[src/rtl/vga_timing_gen.sv]
// Parametrised VGA/LCD raster timing generator: pixel divider, h/v counters, registered syncs and strobes.
// Optional VGA_TIMING_LOOKAHEAD_EN adds next_x/next_y/next_active for one-pixel-early RAM reads.
module vga_timing_gen #(
    parameter int unsigned HACTIVE = 640,
    parameter int unsigned HFP     = 16,
    parameter int unsigned HSYNC   = 96,
    parameter int unsigned HBP     = 48,
    parameter int unsigned VACTIVE = 480,
    parameter int unsigned VFP     = 10,
    parameter int unsigned VSYNC   = 2,
    parameter int unsigned VBP     = 33,
    parameter int unsigned CLK_DIV = 2,
    parameter int unsigned HS_POL  = 0,
    parameter int unsigned VS_POL  = 0,
    parameter int unsigned FCNT_W  = 8,
    localparam int unsigned HTOTAL = HACTIVE + HFP + HSYNC + HBP,
    localparam int unsigned VTOTAL = VACTIVE + VFP + VSYNC + VBP,
    localparam int unsigned HW     = $clog2(HTOTAL),
    localparam int unsigned VW     = $clog2(VTOTAL)
) (
    input  logic              clk50,
    input  logic              reset_n,
    input  logic              run,
    output logic              pix_ce,
    output logic [HW-1:0]     hcount,
    output logic [VW-1:0]     vcount,
    output logic              active,
    output logic              sol,
    output logic              sof,
    output logic              end_of_field,
    output logic [FCNT_W-1:0] frame_count,
    output logic              VGA_CLK,
    output logic              VGA_HS,
    output logic              VGA_VS,
    output logic              VGA_BLANK_n,
    output logic              VGA_SYNC_n
`ifdef VGA_TIMING_LOOKAHEAD_EN
    ,
    output logic [HW-1:0]     next_x,
    output logic [VW-1:0]     next_y,
    output logic              next_active
`endif
);

    localparam int unsigned DW = $clog2(CLK_DIV);
    localparam int unsigned HX = HW + 1;
    localparam int unsigned VX = VW + 1;

    localparam logic [DW-1:0] DIV_LAST = DW'(CLK_DIV - 1);
    localparam logic [DW-1:0] DIV_HALF = DW'(CLK_DIV / 2);
    localparam logic [HW-1:0] H_LAST   = HW'(HTOTAL - 1);
    localparam logic [VW-1:0] V_LAST   = VW'(VTOTAL - 1);
    // One extra bit so window ends equal to 2^HW / 2^VW do not truncate
    localparam logic [HX-1:0] H_ACT    = HX'(HACTIVE);
    localparam logic [HX-1:0] H_SS     = HX'(HACTIVE + HFP);
    localparam logic [HX-1:0] H_SE     = HX'(HACTIVE + HFP + HSYNC);
    localparam logic [VX-1:0] V_ACT    = VX'(VACTIVE);
    localparam logic [VX-1:0] V_SS     = VX'(VACTIVE + VFP);
    localparam logic [VX-1:0] V_SE     = VX'(VACTIVE + VFP + VSYNC);
    localparam logic          HS_LVL   = (HS_POL != 0);
    localparam logic          VS_LVL   = (VS_POL != 0);

    logic [DW-1:0]     r_div;
    logic              r_first;
    logic              r_pix_ce;
    logic [HW-1:0]     r_hcount;
    logic [VW-1:0]     r_vcount;
    logic              r_active;
    logic              r_sol;
    logic              r_sof;
    logic              r_eof;
    logic [FCNT_W-1:0] r_fcnt;
    logic              r_vga_clk;
    logic              r_hs;
    logic              r_vs;

    logic              w_slot;
    logic [DW-1:0]     w_div_nxt;
    logic              w_h_wrap;
    logic              w_v_wrap;
    logic [HW-1:0]     w_h_nxt;
    logic [VW-1:0]     w_v_nxt;
    logic [HX-1:0]     w_hx;
    logic [VX-1:0]     w_vx;
    logic              w_act_nxt;
    logic              w_hs_win;
    logic              w_vs_win;

    // Next divider/count values; the first slot after reset shows (0,0) without advancing
    always_comb begin
        w_slot    = run && (r_div == '0);
        w_div_nxt = r_div;
        if (run) begin
            w_div_nxt = (r_div == DIV_LAST) ? '0 : r_div + 1'b1;
        end
        w_h_wrap = w_slot && !r_first && (r_hcount == H_LAST);
        w_v_wrap = w_h_wrap && (r_vcount == V_LAST);
        w_h_nxt  = r_hcount;
        w_v_nxt  = r_vcount;
        if (w_slot && !r_first) begin
            w_h_nxt = w_h_wrap ? '0 : r_hcount + 1'b1;
            if (w_h_wrap) begin
                w_v_nxt = w_v_wrap ? '0 : r_vcount + 1'b1;
            end
        end
        w_hx      = {1'b0, w_h_nxt};
        w_vx      = {1'b0, w_v_nxt};
        w_act_nxt = (w_hx < H_ACT) && (w_vx < V_ACT);
        w_hs_win  = (w_hx >= H_SS) && (w_hx < H_SE);
        w_vs_win  = (w_vx >= V_SS) && (w_vx < V_SE);
    end

    // Counters and decoded outputs share one edge so outputs carry no latency vs. the counts
    always_ff @(posedge clk50 or negedge reset_n) begin
        if (!reset_n) begin
            r_div     <= '0;
            r_first   <= 1'b1;
            r_pix_ce  <= 1'b0;
            r_hcount  <= '0;
            r_vcount  <= '0;
            r_active  <= 1'b1;
            r_sol     <= 1'b0;
            r_sof     <= 1'b0;
            r_eof     <= 1'b0;
            r_fcnt    <= '0;
            r_vga_clk <= 1'b0;
            r_hs      <= ~HS_LVL;
            r_vs      <= ~VS_LVL;
        end else begin
            r_pix_ce <= w_slot;
            r_sol    <= w_slot && (w_h_nxt == '0);
            r_sof    <= w_slot && (w_h_nxt == '0) && (w_v_nxt == '0);
            if (run) begin
                r_div     <= w_div_nxt;
                r_vga_clk <= (r_div >= DIV_HALF);
            end
            if (w_slot) begin
                r_first <= 1'b0;
            end
            if (w_v_wrap) begin
                r_fcnt <= r_fcnt + 1'b1;
            end
            r_hcount <= w_h_nxt;
            r_vcount <= w_v_nxt;
            r_active <= w_act_nxt;
            r_eof    <= (w_v_nxt == V_LAST);
            r_hs     <= w_hs_win ? HS_LVL : ~HS_LVL;
            r_vs     <= w_vs_win ? VS_LVL : ~VS_LVL;
        end
    end

    assign pix_ce       = r_pix_ce;
    assign hcount       = r_hcount;
    assign vcount       = r_vcount;
    assign active       = r_active;
    assign sol          = r_sol;
    assign sof          = r_sof;
    assign end_of_field = r_eof;
    assign frame_count  = r_fcnt;
    assign VGA_CLK      = r_vga_clk;
    assign VGA_HS       = r_hs;
    assign VGA_VS       = r_vs;
    assign VGA_BLANK_n  = r_active;
    assign VGA_SYNC_n   = 1'b0;

`ifdef VGA_TIMING_LOOKAHEAD_EN
    logic [HW-1:0] r_nx;
    logic [VW-1:0] r_ny;
    logic          r_nact;
    logic [HW-1:0] w_la_x;
    logic [VW-1:0] w_la_y;

    // Coordinate one slot beyond the pixel being presented
    always_comb begin
        w_la_x = (w_h_nxt == H_LAST) ? '0 : w_h_nxt + 1'b1;
        w_la_y = w_v_nxt;
        if (w_h_nxt == H_LAST) begin
            w_la_y = (w_v_nxt == V_LAST) ? '0 : w_v_nxt + 1'b1;
        end
    end

    always_ff @(posedge clk50 or negedge reset_n) begin
        if (!reset_n) begin
            r_nx   <= '0;
            r_ny   <= '0;
            r_nact <= 1'b1;
        end else if (w_slot) begin
            r_nx   <= w_la_x;
            r_ny   <= w_la_y;
            r_nact <= ({1'b0, w_la_x} < H_ACT) && ({1'b0, w_la_y} < V_ACT);
        end
    end

    assign next_x      = r_nx;
    assign next_y      = r_ny;
    assign next_active = r_nact;
`endif

endmodule
[config.mk]
export PLATFORM = sky130hd
export DESIGN_NAME = vga_timing_gen
export DESIGN_NICKNAME = d
export VERILOG_FILES = /design/src/rtl/vga_timing_gen.sv
export SDC_FILE = /design/constraint.sdc
export NUM_CORES = 1
export LEC_CHECK = 0
export CORE_MARGIN = 4
export CORE_UTILIZATION = 39
export CTS_BUF_LIST = sky130_fd_sc_hd__clkbuf_4
export CTS_CLUSTER_SIZE = 40
export DETAILED_ROUTE_END_ITERATION = 8
export SLEW_MARGIN = 10
export SYNTH_ARGS = -nofsm -noshare
export SYNTH_HDL_FRONTEND = slang
export SYNTH_SLANG_ARGS = --single-unit
[constraint.sdc]
create_clock -name clk50 -period 2.6 [get_ports clk50]
set_clock_uncertainty 0.05 [all_clocks]
set_input_delay 0.52 -clock clk50 [delete_from_list [all_inputs] [get_ports clk50]]
set_output_delay 0.52 -clock clk50 [all_outputs]
set_load 0.01 [all_outputs]
==> flow_summary.json <==
{
  "startpoint_type": "flip-flop",
  "setup_violations": 0,
  "crit_required_ns": 2.82,
  "drive_above_1_share_pct": 21.80,
  "p_switching_uw": 531.8,
  "numPortBuffers": 39,
  "nets": 272,
  "wirelength_mm": 4.888,
  "core_area_um2": 5140,
  "grt_start_max_net_pins": 39,
  "clk_pin_slew_ns": 0.13,
  "ys_seq_elements": 38,
  "syn_area_per_cell_um2": 10.16,
  "avgViaCountPerCell": 5.164,
  "p_sw_share_pct": 32.45,
  "critPathMaxFanout": 6,
  "tightest_slew_ns": 0.8354,
  "tns_ns": 0,
  "yosysTopAreaCell": "dfrtp_1",
  "post_cts_buffers": 0,
  "synth.most_common_cell": "dfrtp_1",
  "drt-initial-drc-count": 73,
  "start_util_pct": 40.53,
  "combPwrFrac_pct": 29.9,
  "cts.sinks": 38,
  "syn2layout_area_growth_pct": 32.01,
  "track_usage_pct": 16.69,
  "io_pins": 41,
  "synth_ff_type": "dfrtp_1",
  "crit_chain": "inv_1 -> ha_1 -> or4b_4 -> nor3_4 -> nor2_1 -> buf_4 -> buf_4 -> nand2_1 -> o21ai_0 -> nor4_2",
  "crit_top_cell": "buf_4",
  "crit_path_max_incr_delay_ns": 0.49,
  "antenna_found_initial": 0,
  "max_freq_mhz": 407.1,
  "syn-cell-area_um2": 2083,
  "synthTopCellsByCount": "dfrtp_1 (34), nand2_1 (18), xnor2_1 (14), inv_1 (11), nand3_1 (11)",
  "hold_path.class": "input port to async pin",
  "cp_data_arrival_time_ns": 2.68,
  "cts_max_path_buffers": 2,
  "synth_edf_count": 0,
  "drv_slew": 0,
  "p_int_uw": 1107,
  "grt_pass1_wl_mm": 8.404,
  "gr-total-overflow": 0,
  "critPathKind": "flip-flop to flip-flop",
  "crit_path_start": "vcount[0]$_DFF_PN0_",
  "yosysWarningCount": 0,
  "reg2reg_from": "vcount[0]$_DFF_PN0_",
  "cts_tree": "done",
  "dp_slack_ns": -0.1018,
  "ys_async_sr_fraction_pct": 100.0,
  "hpwl_mm": 3.629,
  "synthCells": 205,
  "grt_pass1_vias": 1774,
  "cts_hold_buffers": 0,
  "peakVddDrop_uv": 517.0,
  "p_clk_share_pct": 25.2,
  "num_antenna_cells": 0,
  "p_leak_uw": 0.001193,
  "htreeDepth": 2,
  "crit_path_end_kind": "flip-flop",
  "finalHoldViolCount": 0,
  "yosysTopAreaCellShare_pct": 40.84,
  "clk_latency_ns": 0.35,
  "die_y_um": 81.09,
  "cap_viol_max_count": 0,
  "period_minus_slack_ns": 2.456,
  "die_x_um": 81.09,
  "cts_resized": 0,
  "clockRootBuffer": "clkbuf_4",
  "drtAntennaViolNets": 0,
  "place.gp.congestion": 0.9106,
  "wl_per_cell_um": 14.55,
  "syn_nets": 212,
  "cts_made_buffers": 5,
  "power_frac_seq_pct": 44.9,
  "route.detailed.drc": 0,
  "period_share_pct": 94.47,
  "finalPower_uw": 1639,
  "maxSlewHeadroom_pct": 44.31,
  "vias": 1735,
  "rows": 26,
  "first_pass_iters": 4,
  "outcome": "complete, no violations",
  "ys_types": 57,
  "die-area_um2": 6575,
  "synth.area.top_cells": "dfrtp_1 (41%), xnor2_1 (5.9%), dfstp_2 (5.0%)",
  "cpMaxStageDelayCell": "or4b_4",
  "n_fill_cell": 510,
  "final_util_pct": 53.51,
  "power_per_cell_area_nw_per_um2": 595.9,
  "setup_slack_ns": 0.1437,
  "ys_seq_area_share_pct": 45.89
}
-- logic make-up after synthesis --
family / Yosys count / synth area share, %
adders and majority gates: 4 / 2.402
xor gates and xnor gates: 19 / 7.988
DFF: 38 / 45.89
other: 1 / 0.1800
AOI/OAI and AO/OA: 30 / 9.550
muxes: 3 / 1.562
and+or+nand+nor: 89 / 26.61
buffers and inverters: 21 / 5.826
-- sequential cells by signal, indices dropped and copies added (netlist names) --
| name | count |
|---|---|
| hcount | 10 |
| VGA_CLK | 1 |
| sol | 1 |
| VGA_HS | 1 |
| r_first | 1 |
| r_div | 1 |
| sof | 1 |
| pix_ce | 1 |
| end_of_field | 1 |
| frame_count | 8 |
| vcount | 10 |
| VGA_VS | 1 |
| VGA_BLANK_n | 1 |
-- critical path: cells and delay by family, from the launching register on --
family / cells / cell delay (ns)
AND/OR/NAND/NOR: 5 / 1.17
buffers and inverters: 3 / 0.44
flip-flops: 1 / 0.41
adder cells (fa/ha/maj): 1 / 0.19
AO/OA/AOI/OAI: 1 / 0.13
-- power groups by stage --
stage                     logic, uW  registers (uW)  clock network, uW
after CTS                       497             738                428
after global placement          489             746                  0
final                           490             736                413
after detailed placement        495             748                  0
after floorplan                 257             771                  0
after global routing            541             750                457
-- final cells by class --
type | count | area (um2) | share of cell area [%]
clock buffers | 5 | 37.54 | 1.365
clock inverters | 3 | 45.04 | 1.638
inverters | 11 | 41.29 | 1.501
multi-input cells | 146 | 1017 | 36.99
flip-flops and latches | 38 | 955.9 | 34.76
well taps | 70 | 87.58 | 3.185
repair buffers | 63 | 565.5 | 20.56
-- cell usage in the layout, fill, tap and decap left out, types with 3 or more instances in the layout --
cell             count
nand3_1             11
or2_2                3
nor4_2               3
nor4_1               3
clkdlybuf4s50_1     38
nand4_1              8
buf_4               24
a31oi_1              4
inv_1               11
nand2_1             18
dfstp_2              4
and3_2               3
clkbuf_4             5
nor3_1               5
nor2b_1              3
dfrtp_1             34
and3_1               3
nor2_1              10
o21ai_0              9
ha_1                 4
xnor2_1             14
xor2_1               5
-- through the flow --
step | instance area (um2) | instances | hold slack, ns
2_1_floorplan | 2083 | 205 | 0.1744
3_3_place_gp | 2656 | 328 | 0.4124
3_5_place_dp | 2656 | 328 | 0.4162
4_1_cts | 2739 | 336 | 0.2247
5_1_grt | 2750 | 336 | 0.2600
6_report | 2750 | 336 | 0.2043
-- metal layers --
layer	vias to the layer above	GRT usage, %	wire length (um)
met3	9	3.769	210
met2	41	26.60	2354
met5	-	0	0
met4	0	6.419	78
li1	851	-	-
met1	834	22.07	2244
-- path summary, 6_finish.rpt --
check	end	cells after the start	slack, ns
worst max register to register	sof$_DFF_PN0_	10	0.14
worst max-delay path	sof$_DFF_PN0_	10	0.14
min in group clk50	frame_count[7]$_DFFE_PN0P_	1	0.42
worst min-delay path	sol$_DFF_PN0_	1	0.20
max in group asynchronous	vcount[5]$_DFF_PN0_	1	1.77
worst min register to register	frame_count[7]$_DFFE_PN0P_	1	0.42
(Power assumes the default switching activity.)
